## config.mk

```make
export PLATFORM = sky130hd
export DESIGN_NAME = mac_array_west_feeder_flat
export DESIGN_NICKNAME = d
export VERILOG_FILES = /design/src/rtl/mac_array_west_feeder_if.sv /design/src/rtl/mac_array_west_feeder.sv /design/src/flat_wrapper.sv
export SDC_FILE = /design/constraint.sdc
export NUM_CORES = 1
export LEC_CHECK = 0
export ABC_CLOCK_PERIOD_IN_PS = 7900
export BUFFER_PORTS_ARGS = -buffer_cell sky130_fd_sc_hd__buf_2
export CORE_AREA = 2 2 136 105
export CTS_CLUSTER_SIZE = 28
export DETAILED_ROUTE_END_ITERATION = 16
export DIE_AREA = 0 0 138 107
export PLACE_DENSITY = 0.84
export SLEW_MARGIN = 20
export SYNTH_ARGS = -nofsm -noshare
export SYNTH_HDL_FRONTEND = slang
export SYNTH_SLANG_ARGS = --single-unit
export TNS_END_PERCENT = 1
```

## constraint.sdc

```tcl
create_clock -name clk -period 7.9 [get_ports clk]
set_clock_uncertainty 0.2 [all_clocks]
set_input_delay 0.79 -clock clk [delete_from_list [all_inputs] [get_ports clk]]
set_output_delay 0.79 -clock clk [all_outputs]
set_load 0.01 [all_outputs]
```

## src/rtl/mac_array_west_feeder_if.sv

```systemverilog
// L0-to-feeder row-vector handshake: packed lanes plus valid/ready.
interface mac_array_west_feeder_if #(
  parameter int BW  = 4,
  parameter int ROW = 8
);
  logic [ROW*BW-1:0] in_data;
  logic              in_valid;
  logic              in_ready;

  modport master (output in_data, output in_valid, input in_ready);
  modport slave  (input in_data, input in_valid, output in_ready);
endinterface

```

## src/rtl/mac_array_west_feeder.sv

```systemverilog
// West-edge feeder for the MAC tile array: pulls a kernel-load then execute sequence
// from L0 and issues it row-skewed so data enters the array diagonally.
module mac_array_west_feeder #(
  parameter int BW  = 4,
  parameter int ROW = 8,
  parameter int COL = 8
) (
  input  logic                  clk,
  input  logic                  reset,
  input  logic                  start,
  input  logic [15:0]           num_act,
  mac_array_west_feeder_if.slave l0,
  output logic [ROW*BW-1:0]     out_w,
  output logic [ROW*2-1:0]      inst_w,
  output logic [ROW-1:0]        zero,
  output logic                  busy,
  output logic                  done
);

  typedef enum logic [2:0] {IDLE, LOAD, GAP, EXEC, DRAIN} state_e;

  state_e            state_q, state_d;
  logic [15:0]       cnt_q, cnt_d;
  logic [15:0]       numAct_q, numAct_d;
  logic              done_q, done_d;
  logic              accept;
  logic [ROW*BW-1:0] issData_d;
  logic [1:0]        issInst_d;
  logic [ROW-1:0]    issZero_d;

  assign l0.in_ready = (state_q == LOAD) || (state_q == EXEC);
  assign accept      = l0.in_valid && l0.in_ready;
  assign busy        = (state_q != IDLE) || done_q;
  assign done        = done_q;

  always_ff @(posedge clk or negedge reset) begin
    if (!reset) begin
      state_q  <= IDLE;
      cnt_q    <= '0;
      numAct_q <= '0;
      done_q   <= 1'b0;
    end else begin
      state_q  <= state_d;
      cnt_q    <= cnt_d;
      numAct_q <= numAct_d;
      done_q   <= done_d;
    end
  end

  // The single counter tracks accepts in LOAD/EXEC and bubble cycles in DRAIN.
  always_comb begin
    state_d   = state_q;
    cnt_d     = cnt_q;
    numAct_d  = numAct_q;
    done_d    = 1'b0;
    issData_d = '0;
    issInst_d = 2'b00;
    issZero_d = '1;
    case (state_q)
      IDLE: begin
        if (start && !done_q) begin
          numAct_d = num_act;
          cnt_d    = '0;
          state_d  = LOAD;
        end
      end
      LOAD: begin
        if (accept) begin
          issData_d = l0.in_data;
          issInst_d = 2'b01;
          issZero_d = '0;
          if (cnt_q == 16'(COL - 1)) begin
            cnt_d   = '0;
            state_d = GAP;
          end else begin
            cnt_d = cnt_q + 16'd1;
          end
        end
      end
      GAP: begin
        cnt_d   = '0;
        state_d = (numAct_q == 16'd0) ? DRAIN : EXEC;
      end
      EXEC: begin
        if (accept) begin
          issData_d = l0.in_data;
          issInst_d = 2'b10;
          for (int r = 0; r < ROW; r++) begin
            issZero_d[r] = (l0.in_data[r*BW +: BW] == '0);
          end
          if (cnt_q == numAct_q - 16'd1) begin
            cnt_d   = '0;
            state_d = DRAIN;
          end else begin
            cnt_d = cnt_q + 16'd1;
          end
        end
      end
      DRAIN: begin
        if (cnt_q == 16'(ROW - 1)) begin
          cnt_d   = '0;
          state_d = IDLE;
          done_d  = 1'b1;
        end else begin
          cnt_d = cnt_q + 16'd1;
        end
      end
      default: state_d = IDLE;
    endcase
  end

  // Lane r carries r+1 stages; stage 0 is the registered issue, the last drives the array.
  for (genvar r = 0; r < ROW; r++) begin : g_lane
    logic [BW-1:0] dChain_q [0:r];
    logic [1:0]    iChain_q [0:r];
    logic          zChain_q [0:r];

    always_ff @(posedge clk or negedge reset) begin
      if (!reset) begin
        for (int s = 0; s <= r; s++) begin
          dChain_q[s] <= '0;
          iChain_q[s] <= 2'b00;
          zChain_q[s] <= 1'b1;
        end
      end else begin
        dChain_q[0] <= issData_d[r*BW +: BW];
        iChain_q[0] <= issInst_d;
        zChain_q[0] <= issZero_d[r];
        for (int s = 1; s <= r; s++) begin
          dChain_q[s] <= dChain_q[s-1];
          iChain_q[s] <= iChain_q[s-1];
          zChain_q[s] <= zChain_q[s-1];
        end
      end
    end

    assign out_w[r*BW +: BW] = dChain_q[r];
    assign inst_w[2*r +: 2]  = iChain_q[r];
    assign zero[r]           = zChain_q[r];
  end

endmodule

```

## src/flat_wrapper.sv

```systemverilog
// flat-port wrapper written by rule: the top's interface ports become plain ports
module mac_array_west_feeder_flat 
#(
  parameter int BW  = 4,
  parameter int ROW = 8,
  parameter int COL = 8
)
  (clk, reset, start, num_act, out_w, inst_w, zero, busy, done, l0_in_data, l0_in_valid, l0_in_ready);
  mac_array_west_feeder_if #(.BW(BW), .ROW(ROW)) l0_i ();
  input  logic clk;
  input  logic reset;
  input  logic start;
  input  logic [15:0] num_act;
  output logic [ROW*BW-1:0] out_w;
  output logic [ROW*2-1:0] inst_w;
  output logic [ROW-1:0] zero;
  output logic busy;
  output logic done;
  input wire logic [$bits(l0_i.in_data)-1:0] l0_in_data;
  input wire logic [$bits(l0_i.in_valid)-1:0] l0_in_valid;
  output wire logic [$bits(l0_i.in_ready)-1:0] l0_in_ready;
  assign l0_i.in_data = l0_in_data;
  assign l0_i.in_valid = l0_in_valid;
  assign l0_in_ready = l0_i.in_ready;
  mac_array_west_feeder #(.BW(BW), .ROW(ROW), .COL(COL)) u_core (.clk(clk), .reset(reset), .start(start), .num_act(num_act), .l0(l0_i), .out_w(out_w), .inst_w(inst_w), .zero(zero), .busy(busy), .done(done));
endmodule
```

==> summary.md, run 1 <==
| Metric | Value |
|---|---|
| Run status | completed |
| Number of violations reported at the end of detailed-routing iteration 0 | between 300 and 400 |
| EDFF count, synth | 0 |
| Master of the slowest instance on the critical path | sky130_fd_sc_hd__a21oi_2 |
| Worst setup path startpoint | u_core.numAct_q[0] |
| Crit path capture | u_core.cnt_q[5] |
| Kind of start point of the critical path | register |
| Final Critical Period | 3.347 ns |
| Critical-path cell list | inv_1, ha_1, or3b_4, a2111oi_0, o21ai_0, a211oi_1, o2111ai_2, a21oi_2, nor2_1 |
| Number of warnings issued by yosys | 0 |
| Area fraction of the dominant cell type after synthesis | about three fifths |
| Die X-Extent | between 100 and 150 um |
| Cell internal pwr | about 0.0022 W |
| Seq cells post-synth | about 230 |
| Setup TNS | 0 ns |
| Hold Buf Count CTS | 0 |
| Critical Path RT | about 8 ns |
| H-tree depth | 1 |
| Number of cell instances on the worst register-to-register path | 9 |
| Fraction of final layout cells sized beyond drive strength 1 | around 34% |
| Class of the tightest hold or removal check | input pin to async pin |
| Number of maximum-capacitance constraint violations | 0 |
| Count of input and output buffers | between 100 and 150 |
| Cell area after synthesis | ~8000 sq um |
| Maximum ir drop on the vdd rail | roughly 0.21 mV |
| Portion of the clock cycle consumed by the worst path in the final layout | 42.37% |
| Sequential element share of the synthesized area | approximately 73% |
| RD Place Congestion | 0.9377 |
| Clock network fraction of design power | approximately a third |
| Transition time at the pin with the least slew margin | 0.7810 ns |
| Total global routing track utilization | 21.99% |
| CTS tree | built |
| Number of antenna violations at the first check in global routing | 0 |
| Logic pwr share | approximately 16% |
| Number of buffers inserted during clock tree synthesis | 21 |
| First-pass GRT wire length | ~25 mm |
| Power share of the sequential group | around half |
| Area delta synth->final | 14.36% |
| Nets@finish | approximately 680 |
| Clock latency at the later pin of the worst-skew pair | 0.50 ns |
| Final setup violation count | 0 |
| Sw frac | between 20 and 30% |
| Total wire length | roughly 16 mm |
| Mean post-synth cell area | about 15 sq um |
| Final hold slack | between 0.1 and 0.15 ns |
| Hpwl dp | approximately 10 mm |
| Reg clk slew, reported paths | 0.06 ns |
| Worst Path Max Fanout | 11 |
| Avg Vias per Cell | 5.477 |
| Start-to-end type of the worst setup path | register to register |
| 1st-pass router iterations | 5 |
| Most instantiated flip-flop cell in the synthesis netlist | sky130_fd_sc_hd__dfrtp_1 |
| Area of the die | about 15000 sq um |
| Endpoint of the most critical register-to-register path | u_core.cnt_q[5] |
| Unrepaired setup endpoints after global routing | no |
| Slowest Stage Delay on Critical Path | 0.47 ns |
| Number of clock sinks | around 230 |
| Final hold violation count | 0 |
| Via count of the first global-routing pass | ~4600 |
| Number of nets with antenna violations after routing | 0 |
| Maximum buffer depth of the clock tree | 3 |
| Die span in y | roughly 110 um |
| Headroom to the max-slew limit | between 40 and 50% |
| Reg-to-Reg Start | u_core.numAct_q[0] |
| ANT cells | 0 |
| Number of slew-limit violations in the final report | 0 |
| Core area | ~13000 sq um |
| Cell taking the most area after synthesis | sky130_fd_sc_hd__dfrtp_1 |
| Effective utilization at floorplan | roughly three fifths |
| Most area-consuming cells after synthesis | sky130_fd_sc_hd__dfrtp_1 (61%), sky130_fd_sc_hd__dfstp_2 (12%), sky130_fd_sc_hd__buf_4 (3.5%), sky130_fd_sc_hd__and3_1 (3.1%), sky130_fd_sc_hd__mux2_2 (2.3%) |
| Endpoint type of the worst setup path | register |
| Count of cells resized by post-cts repair | 0 |
| Standby leakage power | 4.452 nW |
| Share of synthesized registers carrying an async set or reset | 100.0% |
| Row count | 37 |
| Cell at the root of the clock tree | sky130_fd_sc_hd__clkbuf_16 |
| Remaining Overflow, GRT | 0 |
| Number of different library cells in the post-synthesis netlist | 56 |
| PD cells | approximately 340 nW/um^2 |
| Post-CTS setup-driven buffer insertion count | 0 |
| Total I/O pin count | 111 |
| Routed wire per std cell | between 15 and 20 um |
| Top achievable clock speed | around 300 MHz |
| Number of cells produced by synthesis | around 540 |
| Net count after synthesis | approximately 600 |
| Data arrival at the endpoint of the critical path | about 3.5 ns |
| R2R setup slack | 4.55 ns |
| Psw | a little under 0.0009 W |
| Via count | about 4500 |
| Maximum number of pins on one net before global-route repair | between 100 and 150 |
| DRC violations left | 0 |
how the worst min path moves through the flow:
stage / start / end / cells past startpoint
2_1_floorplan: u_core.g_lane[2].dChain_q[8] / u_core.g_lane[2].dChain_q[4] / 0
3_3_place_gp: u_core.g_lane[4].dChain_q[9] / u_core.g_lane[4].dChain_q[5] / 0
3_5_place_dp: u_core.g_lane[4].dChain_q[19] / u_core.g_lane[4].dChain_q[15] / 0
4_1_cts: u_core.g_lane[4].dChain_q[19] / u_core.g_lane[4].dChain_q[15] / 0
5_1_grt: u_core.g_lane[6].zChain_q[3] / u_core.g_lane[6].zChain_q[2] / 0
6_report: reset / u_core.numAct_q[7] / 1
cell usage after synthesis, drive strengths merged (4+ instances only):
| master | count |
|---|---|
| dfrtp | 196 |
| buf | 41 |
| and3 | 40 |
| dfstp | 36 |
| nor2 | 24 |
| nand2 | 23 |
| xnor2 | 18 |
| mux2 | 16 |
| o21ai | 16 |
| xor2 | 15 |
| clkbuf | 14 |
| nand3 | 11 |
| a21oi | 10 |
| or4 | 9 |
| inv | 8 |
| nor3 | 7 |
| nor4 | 6 |
| nand2b | 5 |
| or3 | 5 |
| a211oi | 4 |
| nand4 | 4 |
through the flow:
step	total power (W)	instances	area [sq um]	util, %	setup slack (ns)
floorplan	0.001923	544	7975	-	5.163
global placement	0.002048	777	8411	62.65	4.830
detailed placement	0.002096	777	8411	62.65	4.682
CTS	0.003137	815	9120	67.93	4.659
global route	0.003261	815	9120	67.93	4.333
finish	0.003122	815	9120	67.93	4.553
metal layers:
| metal | track usage (%) | wire [um] |
|---|---|---|
| met2 | 39.75 | 8287 |
| met3 | 4.466 | 1063 |
| met5 | 0 | 0 |
| met1 | 27.78 | 6080 |
| met4 | 5.102 | 401 |
layout by cell type, fill, tap and decap left out, types with 2 or more instances in the layout:
master                       count
sky130_fd_sc_hd__clkinv_2        2
sky130_fd_sc_hd__buf_2         109
sky130_fd_sc_hd__nand4_1         4
sky130_fd_sc_hd__or3_1           4
sky130_fd_sc_hd__xnor2_1        18
sky130_fd_sc_hd__clkbuf_1        3
sky130_fd_sc_hd__nand2b_1        5
sky130_fd_sc_hd__inv_1           8
sky130_fd_sc_hd__nand3b_1        2
sky130_fd_sc_hd__nor2b_1         2
sky130_fd_sc_hd__or4_1           8
sky130_fd_sc_hd__nor4_1          3
sky130_fd_sc_hd__a211oi_1        4
sky130_fd_sc_hd__clkbuf_16      21
sky130_fd_sc_hd__buf_4           3
sky130_fd_sc_hd__o211ai_1        2
sky130_fd_sc_hd__nor4_4          2
sky130_fd_sc_hd__nand2_1        23
sky130_fd_sc_hd__clkinvlp_4      4
sky130_fd_sc_hd__nor3b_1         3
sky130_fd_sc_hd__bufinv_16       2
sky130_fd_sc_hd__nor3_1          6
sky130_fd_sc_hd__a21oi_1         9
sky130_fd_sc_hd__nor4b_1         2
sky130_fd_sc_hd__o21ai_0        16
sky130_fd_sc_hd__nand3_1        11
sky130_fd_sc_hd__a31oi_1         2
sky130_fd_sc_hd__dfrtp_1       196
sky130_fd_sc_hd__inv_6           2
sky130_fd_sc_hd__mux2_2         16
sky130_fd_sc_hd__and2_1          2
sky130_fd_sc_hd__xor2_1         15
sky130_fd_sc_hd__nor2_1         24
sky130_fd_sc_hd__and3_1         39
sky130_fd_sc_hd__dfstp_2        36
sky130_fd_sc_hd__clkbuf_8        4
sky130_fd_sc_hd__ha_1            2
power groups by stage:
stage               Sequential (W)  Clock (W)  Combinational, W
floorplan                  0.00156          0          0.000365
global placement           0.00158          0          0.000463
detailed placement         0.00161          0          0.000486
CTS                        0.00159    0.00105          0.000493
global route               0.00162    0.00110          0.000541
finish                     0.00159    0.00103          0.000496
worst max-delay path, delay by kind of cell, from the launching register on:
kind	cells	cell delay, ns
DFF	1	0.43
buffers and inverters	1	0.08
adders and majority gates	1	0.20
and+or+nand+nor	2	0.59
AOI/OAI and AO/OA	5	1.70
flip-flops by register name, summed over array words and instances, names as in the netlist:
signal	flops
u_core.cnt_q	16
u_core.done	1
u_core.g_lane.zChain_q	29
u_core.g_lane.iChain_q	4
u_core.out_w	28
u_core.inst_w	12
u_core.g_lane.dChain_q	116
u_core.state_q	3
u_core.numAct_q	16
u_core.zero	7
kinds of logic (layout without fill, tap and decap cells):
group	count (synthesis)	after routing	synth area share (%)
buffers and inverters	63	159	5.005
AO/OA/AOI/OAI	48	48	4.377
adder cells (fa/ha/maj)	2	2	0.3137
XOR/XNOR	33	33	3.624
flip-flops	232	232	73.36
AND/OR/NAND/NOR	150	150	11.06
multiplexers	16	16	2.259
cell type report:
cell class | instances | area, sq um
Clock inverter | 10 | 117.6
Sequential cell | 232 | 5851
Multi-Input combinational cell | 249 | 1728
Fill cell | 898 | 4305
Timing Repair Buffer | 113 | 583.1
Clock buffer | 28 | 591.8
Tap cell | 175 | 219.0
Inverter | 8 | 30.03
(Power assumes the default switching activity.)
==> inputs of run 2 (changes only) <==
- ABC_CLOCK_PERIOD_IN_PS: 7900 -> 2700
- CORE_AREA: 2 2 136 105 -> 2 2 148 114
- DIE_AREA: 0 0 138 107 -> 0 0 150 116
- PLACE_DENSITY: 0.84 -> 0.76
- clock period: 7.9 -> 2.7 ns (I/O delays scaled with it)
==> summary.md, run 2 (same netlist as run 1, synthesis figures left out) <==
| Metric | Value |
|---|---|
| Maximum number of pins on one net before global-route repair | 87 (was 105) |
| Portion of the clock cycle consumed by the worst path in the final layout | 103.6% (was 42.37%) |
| Avg Vias per Cell | 5.069 (was 5.477) |
| Top achievable clock speed | 357.5 MHz (was 298.8 MHz) |
| Number of violations reported at the end of detailed-routing iteration 0 | 280 (was 337) |
| Remaining Overflow, GRT | 0 (unchanged) |
| Power share of the sequential group | 48.6% (was 51.0%) |
| Number of cells after detailed placement | 834 (was 777) |
| Row count | 40 (was 37) |
| Largest Register | u_core.g_lane.dChain_q (unchanged) |
| Final setup violation count | 3 (was 0) |
| Logic pwr share | 19.9% (was 15.9%) |
| First-pass GRT wire length | 25.05 mm (was 25.20 mm) |
| Cell internal pwr | 0.006807 W (was 0.002241 W) |
| Via count of the first global-routing pass | 4891 (was 4591) |
| Core area | 15820 sq um (was 13430 sq um) |
| Violations in the final reports | setup timing |
| Sw frac | 28.03% (was 28.20%) |
| Effective utilization at floorplan | 50.43% (was 59.40%) |
| Die span in y | 116 um (was 107 um) |
| Standby leakage power | 4.826 nW (was 4.452 nW) |
| Die X-Extent | 150 um (was 138 um) |
| Area delta synth->final | 25.87% (was 14.36%) |
| Clock network fraction of design power | 31.5% (was 33.1%) |
| RD Place Congestion | 0.8477 (was 0.9377) |
| Total wire length | 16.12 mm (was 15.83 mm) |
| Fraction of final layout cells sized beyond drive strength 1 | 36.03% (was 33.91%) |
| ANT cells | 0 (unchanged) |
| Clock latency at the later pin of the worst-skew pair | 0.50 ns (about the same) |
| Critical Path RT | 2.90 ns (was 8.05 ns) |
| Number of slew-limit violations in the final report | 0 (unchanged) |
| Kind of start point of the critical path | register (unchanged) |
| Unrepaired setup endpoints after global routing | yes (was no) |
| Headroom to the max-slew limit | 57.19% (was 47.94%) |
| Run status | finished with violations (was completed) |
| Via count | 4694 (was 4464) |
| Top library cells by usage in the layout, fill and taps aside | sky130_fd_sc_hd__dfrtp_1 (196), sky130_fd_sc_hd__buf_2 (109), sky130_fd_sc_hd__dlygate4sd3_1 (51) (was sky130_fd_sc_hd__dfrtp_1 (196), sky130_fd_sc_hd__buf_2 (109), sky130_fd_sc_hd__and3_1 (39)) |
| Psw | 0.002651 W (was 0.0008803 W) |
| Reg clk slew, reported paths | 0.07 ns (was 0.06 ns) |
| Worst setup slack after layout | -0.09703 ns (was 4.553 ns) |
| Start-to-end type of the worst setup path | register to register (unchanged) |
| Number of antenna violations at the first check in global routing | 0 (unchanged) |
| Number of buffers inserted during clock tree synthesis | 21 (unchanged) |
| Final hold violation count | 0 (unchanged) |
| Setup TNS | -0.1686 ns (was 0 ns) |
| CTS tree | built (unchanged) |
| Area of the die | 17400 sq um (was 14770 sq um) |
| Routed wire per std cell | 17.41 um (was 19.43 um) |
| Worst Path Max Fanout | 7 (was 11) |
| 1st-pass router iterations | 5 (unchanged) |
| Number of maximum-capacitance constraint violations | 0 (unchanged) |
| Transition time at the pin with the least slew margin | 0.6422 ns (was 0.7810 ns) |
| Number of clock sinks | 232 (unchanged) |
| Data arrival at the endpoint of the critical path | 3.00 ns (was 3.50 ns) |
| DRC violations left | 0 (unchanged) |
| Total global routing track utilization | 18.63% (was 21.99%) |
| Nets@finish | 756 (was 679) |
| FILL cells | 1156 (was 898) |
| Hpwl dp | 9.635 mm (was 10.25 mm) |
| Most frequent standard cell in the layout excluding fill and tap cells | sky130_fd_sc_hd__dfrtp_1 (unchanged) |
| Maximum buffer depth of the clock tree | 3 (unchanged) |
| PD cells | 942.1 nW/um^2 (was 342.3 nW/um^2) |
| Cell at the root of the clock tree | sky130_fd_sc_hd__clkbuf_16 (unchanged) |
| Maximum ir drop on the vdd rail | 0.6808 mV (was 0.2117 mV) |
| Finished Layout Cells | 926 (was 815) |
| Total I/O pin count | 111 (unchanged) |
| Number of nets with antenna violations after routing | 0 (unchanged) |
| Count of input and output buffers | 110 (unchanged) |
| H-tree depth | 1 (unchanged) |
| Flip-flop count of the largest register, all copies and words added | 116 (unchanged) |
| Class of the tightest hold or removal check | input pin to register (was input pin to async pin) |
| Endpoint type of the worst setup path | register (unchanged) |
| Final Critical Period | 2.797 ns (was 3.347 ns) |
## run 2: changes by cell type in the layout (fill, tap and decap cells not counted), moves of 2 or more
cell                            delta
sky130_fd_sc_hd__clkbuf_16         +2
sky130_fd_sc_hd__buf_6             +3
sky130_fd_sc_hd__clkbuf_1          +2
sky130_fd_sc_hd__a211oi_1          -2
sky130_fd_sc_hd__o21ai_1           +2
sky130_fd_sc_hd__clkinvlp_4        -4
sky130_fd_sc_hd__buf_12            +2
sky130_fd_sc_hd__ha_1              -2
sky130_fd_sc_hd__buf_4            +21
sky130_fd_sc_hd__inv_1             -2
sky130_fd_sc_hd__dlygate4sd3_1    +51
sky130_fd_sc_hd__inv_2             +2
sky130_fd_sc_hd__o21ai_0           -3
## run 2: final timing paths
kind,slack [ns],start,cells after the start,endpoint
worst min register to register,0.14,u_core.g_lane[6].dChain_q[4],0,u_core.out_w[24]
worst max-delay path,-0.1,u_core.numAct_q[8],8,u_core.cnt_q[2]
min in group asynchronous,0.19,reset,2,u_core.numAct_q[12]
worst min-delay path,0.06,l0_in_valid,5,u_core.cnt_q[0]
max in group asynchronous,1.33,reset,3,u_core.zero[1]
worst max register to register,-0.1,u_core.numAct_q[8],8,u_core.cnt_q[2]
## run 2: routing by layer
| layer | vias to the layer above | part of all wire, % | track usage, % |
|---|---|---|---|
| met5 | - | 0 | 0 |
| met4 | 0 | 2.6 | 6.289 |
| met3 | 39 | 4.9 | 2.913 |
| met2 | 169 | 51 | 32.15 |
| met1 | 2358 | 42 | 24.47 |
| li1 | 2128 | - | - |
## run 2: area by class of cell
type	instances	area, sq um	area share [%]
Sequential cell	232	5851	58.28
Multi-Input combinational cell	249	1867	18.60
Timing Repair Buffer	190	1325	13.20
Clock buffer	32	649.4	6.469
Tap cell	210	262.8	2.617
Clock inverter	5	53.80	0.5360
Inverter	8	30.03	0.2991
## run 2: what timing repair did
item | 4_1_cts | 5_1_grt
setup endpoints to repair | 18 | 19
resized for setup | 9 | 22
buffers inserted | 1 | 3
pin swaps | 7 | 12
hold buffers | 51 | 0
hold endpoints to repair | 138 | 0
## run 2: per-stage QoR
| step | power [W] | utilization, % | setup WS, ns | hold WS (ns) | instance area (sq um) |
|---|---|---|---|---|---|
| floorplan | 0.005634 | - | 0.01215 | -0.2256 | 7980 |
| global placement | 0.006119 | 54.69 | 0.03103 | 0.09521 | 8650 |
| finish | 0.009458 | 63.47 | -0.09703 | 0.05636 | 10040 |
| detailed placement | 0.006227 | 54.69 | -0.1366 | 0.1099 | 8650 |
| CTS | 0.009361 | 62.67 | 0.004287 | 0.04087 | 9912 |
| global route | 0.009928 | 63.47 | -0.1674 | 0.07531 | 10040 |
## run 2: critical path, stage by stage (launching register included)
cell                        delay (ns)
sky130_fd_sc_hd__dfrtp_1          0.45
sky130_fd_sc_hd__or4_4            0.59
sky130_fd_sc_hd__nor4_4           0.33
sky130_fd_sc_hd__a311o_1          0.22
sky130_fd_sc_hd__a21oi_2          0.10
sky130_fd_sc_hd__o2111ai_2        0.28
sky130_fd_sc_hd__buf_6            0.17
sky130_fd_sc_hd__nand2_4          0.07
sky130_fd_sc_hd__o311ai_4         0.29
## run 2: power by group through the flow
| stage | clock network (W) | logic (W) | registers, W |
|---|---|---|---|
| 2_1_floorplan | 0 | 0.00108 | 0.00456 |
| 3_3_place_gp | 0 | 0.00153 | 0.00458 |
| 3_5_place_dp | 0 | 0.00159 | 0.00463 |
| 4_1_cts | 0.00306 | 0.00172 | 0.00459 |
| 5_1_grt | 0.00322 | 0.00204 | 0.00467 |
| 6_report | 0.00298 | 0.00188 | 0.00459 |
==> inputs of run 3 (changes only) <==
- ABC_CLOCK_PERIOD_IN_PS: 2700 -> 2300
- clock period: 2.7 -> 2.3 ns (I/O delays scaled with it)
==> summary.md, run 3 (same netlist as run 1, synthesis figures left out) <==
| Metric | Value |
|---|---|
| Run status | finished with violations (unchanged) |
| Violations in the final reports | setup timing (unchanged) |
| Critical Path RT | 2.47 ns (was 2.90 ns) |
| Fraction of final layout cells sized beyond drive strength 1 | 38.66% (was 36.03%) |
| Sw frac | 28.54% (was 28.03%) |
| Worst Path Max Fanout | 4 (was 7) |
| Logic pwr share | 22.2% (was 19.9%) |
| Hpwl dp | 10.71 mm (was 9.635 mm) |
| Clock network fraction of design power | 30.8% (was 31.5%) |
| H-tree depth | 1 (unchanged) |
| Number of violations reported at the end of detailed-routing iteration 0 | 278 (was 280) |
| Endpoint type of the worst setup path | register (unchanged) |
| Endpoint of the most critical register-to-register path | u_core.cnt_q[2] (unchanged) |
| Utilization after layout | 65.15% (was 63.47%) |
| CTS tree | built (unchanged) |
| Top achievable clock speed | 373.9 MHz (was 357.5 MHz) |
| Start-to-end type of the worst setup path | register to register (unchanged) |
| Final Critical Period | 2.675 ns (was 2.797 ns) |
| DRC violations left | 0 (unchanged) |
| Class of the tightest hold or removal check | input pin to async pin (was input pin to register) |
| Final hold violation count | 0 (unchanged) |
| Area delta synth->final | 29.20% (was 25.87%) |
| Psw | 0.003204 W (was 0.002651 W) |
| ANT cells | 0 (unchanged) |
| PD cells | 1089 nW/um^2 (was 942.1 nW/um^2) |
| Gr busiest metal | met2 (unchanged) |
| Reg-to-Reg Start | u_core.numAct_q[10] (was u_core.numAct_q[8]) |
| Number of antenna violations at the first check in global routing | 0 (unchanged) |
| Maximum buffer depth of the clock tree | 3 (unchanged) |
| Reg clk slew, reported paths | 0.07 ns (about the same) |
| Standby leakage power | 5.013 nW (was 4.826 nW) |
| Data arrival at the endpoint of the critical path | 2.85 ns (was 3.00 ns) |
| Met2 demand-to-capacity share in global routing | 36.29% (was 32.15%) |
| Minimum setup slack after placement | -0.4064 ns (was -0.1366 ns) |
| Worst setup slack after layout | -0.3748 ns (was -0.09703 ns) |
| Core area | 15820 sq um (unchanged) |
| Maximum ir drop on the vdd rail | 0.6764 mV (was 0.6808 mV) |
| Most frequent standard cell in the layout excluding fill and tap cells | sky130_fd_sc_hd__dfrtp_1 (unchanged) |
| 1st-pass router iterations | 5 (unchanged) |
| Unrepaired setup endpoints after global routing | yes (unchanged) |
| Total wire length | 17.34 mm (was 16.12 mm) |
| Remaining Overflow, GRT | 0 (unchanged) |
| Clock latency at the later pin of the worst-skew pair | 0.51 ns (was 0.50 ns) |
| Headroom to the max-slew limit | 67.31% (was 57.19%) |
| RD Place Congestion | 0.9479 (was 0.8477) |
| Cell internal pwr | 0.008021 W (was 0.006807 W) |
| Power share of the sequential group | 47.0% (was 48.6%) |
| Die X-Extent | 150 um (unchanged) |
| Met1 Use GR | 26.90% (was 24.47%) |
| Number of nets with antenna violations after routing | 0 (unchanged) |
| Transition time at the pin with the least slew margin | 0.4904 ns (was 0.6422 ns) |
| Area of the die | 17400 sq um (unchanged) |
| Row count | 40 (unchanged) |
| Total I/O pin count | 111 (unchanged) |
| Via count | 4937 (was 4694) |
| Top library cells by usage in the layout, fill and taps aside | sky130_fd_sc_hd__dfrtp_1 (196), sky130_fd_sc_hd__buf_2 (109), sky130_fd_sc_hd__buf_4 (66) (was sky130_fd_sc_hd__dfrtp_1 (196), sky130_fd_sc_hd__buf_2 (109), sky130_fd_sc_hd__dlygate4sd3_1 (51)) |
| Cell at the root of the clock tree | sky130_fd_sc_hd__clkbuf_16 (unchanged) |
| R2R setup slack | -0.37 ns (was -0.1 ns) |
| First-pass GRT wire length | 27.92 mm (was 25.05 mm) |
| FILL cells | 1100 (was 1156) |
| Number of buffers inserted during clock tree synthesis | 22 (was 21) |
| Count of input and output buffers | 110 (unchanged) |
| Maximum number of pins on one net before global-route repair | 65 (was 87) |
| Avg Vias per Cell | 5.074 (was 5.069) |
| Effective utilization at floorplan | 50.43% (unchanged) |
| Portion of the clock cycle consumed by the worst path in the final layout | 116.3% (was 103.6%) |
| Number of cell instances on the worst register-to-register path | 8 (unchanged) |
| Nets@finish | 801 (was 756) |
| Final setup violation count | 19 (was 3) |
| Number of slew-limit violations in the final report | 0 (unchanged) |
| Flip-flop count of the largest register, all copies and words added | 116 (unchanged) |
| Met3 track demand over resource in global routing | 3.543% (was 2.913%) |
| Die span in y | 116 um (unchanged) |
| Routed wire per std cell | 17.82 um (was 17.41 um) |
| Number of clock sinks | 232 (unchanged) |
| Number of maximum-capacitance constraint violations | 0 (unchanged) |
| Total global routing track utilization | 20.88% (was 18.63%) |
| Kind of start point of the critical path | register (unchanged) |
| Via count of the first global-routing pass | 5337 (was 4891) |
| Largest Register | u_core.g_lane.dChain_q (unchanged) |
-- run 3: worst max-delay path, stage by stage (launching register included) --
cell and delay (ns):
sky130_fd_sc_hd__dfrtp_1 0.39, sky130_fd_sc_hd__or4_4 0.59, sky130_fd_sc_hd__nor4_4 0.32, sky130_fd_sc_hd__xnor2_2 0.13
sky130_fd_sc_hd__a2111oi_4 0.30, sky130_fd_sc_hd__o2111ai_2 0.22, sky130_fd_sc_hd__buf_4 0.21, sky130_fd_sc_hd__nand2_2 0.10
sky130_fd_sc_hd__o311ai_2 0.09
-- run 3: per-stage QoR --
stage	total power, W	setup TNS, ns	hold WS [ns]	cells	instance area (sq um)
global placement	0.007548	-4.877	-0.02394	878	9014
floorplan	0.006665	-3.877	-0.2656	544	8014
finish	0.01123	-6.508	0.03130	973	10300
global route	0.01180	-8.937	0.08696	973	10300
detailed placement	0.007675	-6.628	-0.01748	878	9014
CTS	0.01127	-5.949	0.05444	973	10290
-- run 3: per-layer routing --
metal | routed length (um) | part of all wire [%] | vias up
met1 | 7162 | 41 | 2490
met3 | 859 | 5.0 | 43
met5 | 0 | 0 | -
met2 | 8785 | 51 | 180
met4 | 527 | 3.0 | 0
li1 | - | - | 2224
-- run 3: worst max path at each step --
stage | from | endpoint | depth (start not counted)
after floorplan | u_core.numAct_q[10] | u_core.cnt_q[6] | 8
after global placement | u_core.numAct_q[10] | u_core.cnt_q[15] | 8
after detailed placement | u_core.numAct_q[1] | u_core.cnt_q[2] | 10
after CTS | u_core.numAct_q[10] | u_core.cnt_q[2] | 8
after global routing | u_core.numAct_q[10] | u_core.cnt_q[8] | 8
final | u_core.numAct_q[10] | u_core.cnt_q[2] | 8
-- run 3: cell type report --
| cell class | instances | area (sq um) | share of cell area (%) |
|---|---|---|---|
| clock buffer | 31 | 624.3 | 6.060 |
| clock inverter | 9 | 73.82 | 0.7165 |
| inverter | 8 | 30.03 | 0.2914 |
| multi-input combinational | 249 | 1804 | 17.51 |
| sequential | 232 | 5851 | 56.78 |
| tap | 210 | 262.8 | 2.550 |
| timing repair buffer | 234 | 1658 | 16.09 |
-- run 3: power groups by stage --
stage	clock network [W]	logic, W	registers, W
3_3_place_gp	0	0.00228	0.00526
3_5_place_dp	0	0.00235	0.00533
2_1_floorplan	0	0.00131	0.00535
4_1_cts	0.00353	0.00246	0.00528
5_1_grt	0.00372	0.00272	0.00536
6_report	0.00345	0.00250	0.00528
-- run 3: timing repair --
action,4_1_cts,5_1_grt
pin swaps,7,0
buffers inserted,0,0
gates resized for setup,8,5
endpoints found under the setup margin,19,20
endpoints found under the hold margin,262,0
hold buffers,55,0
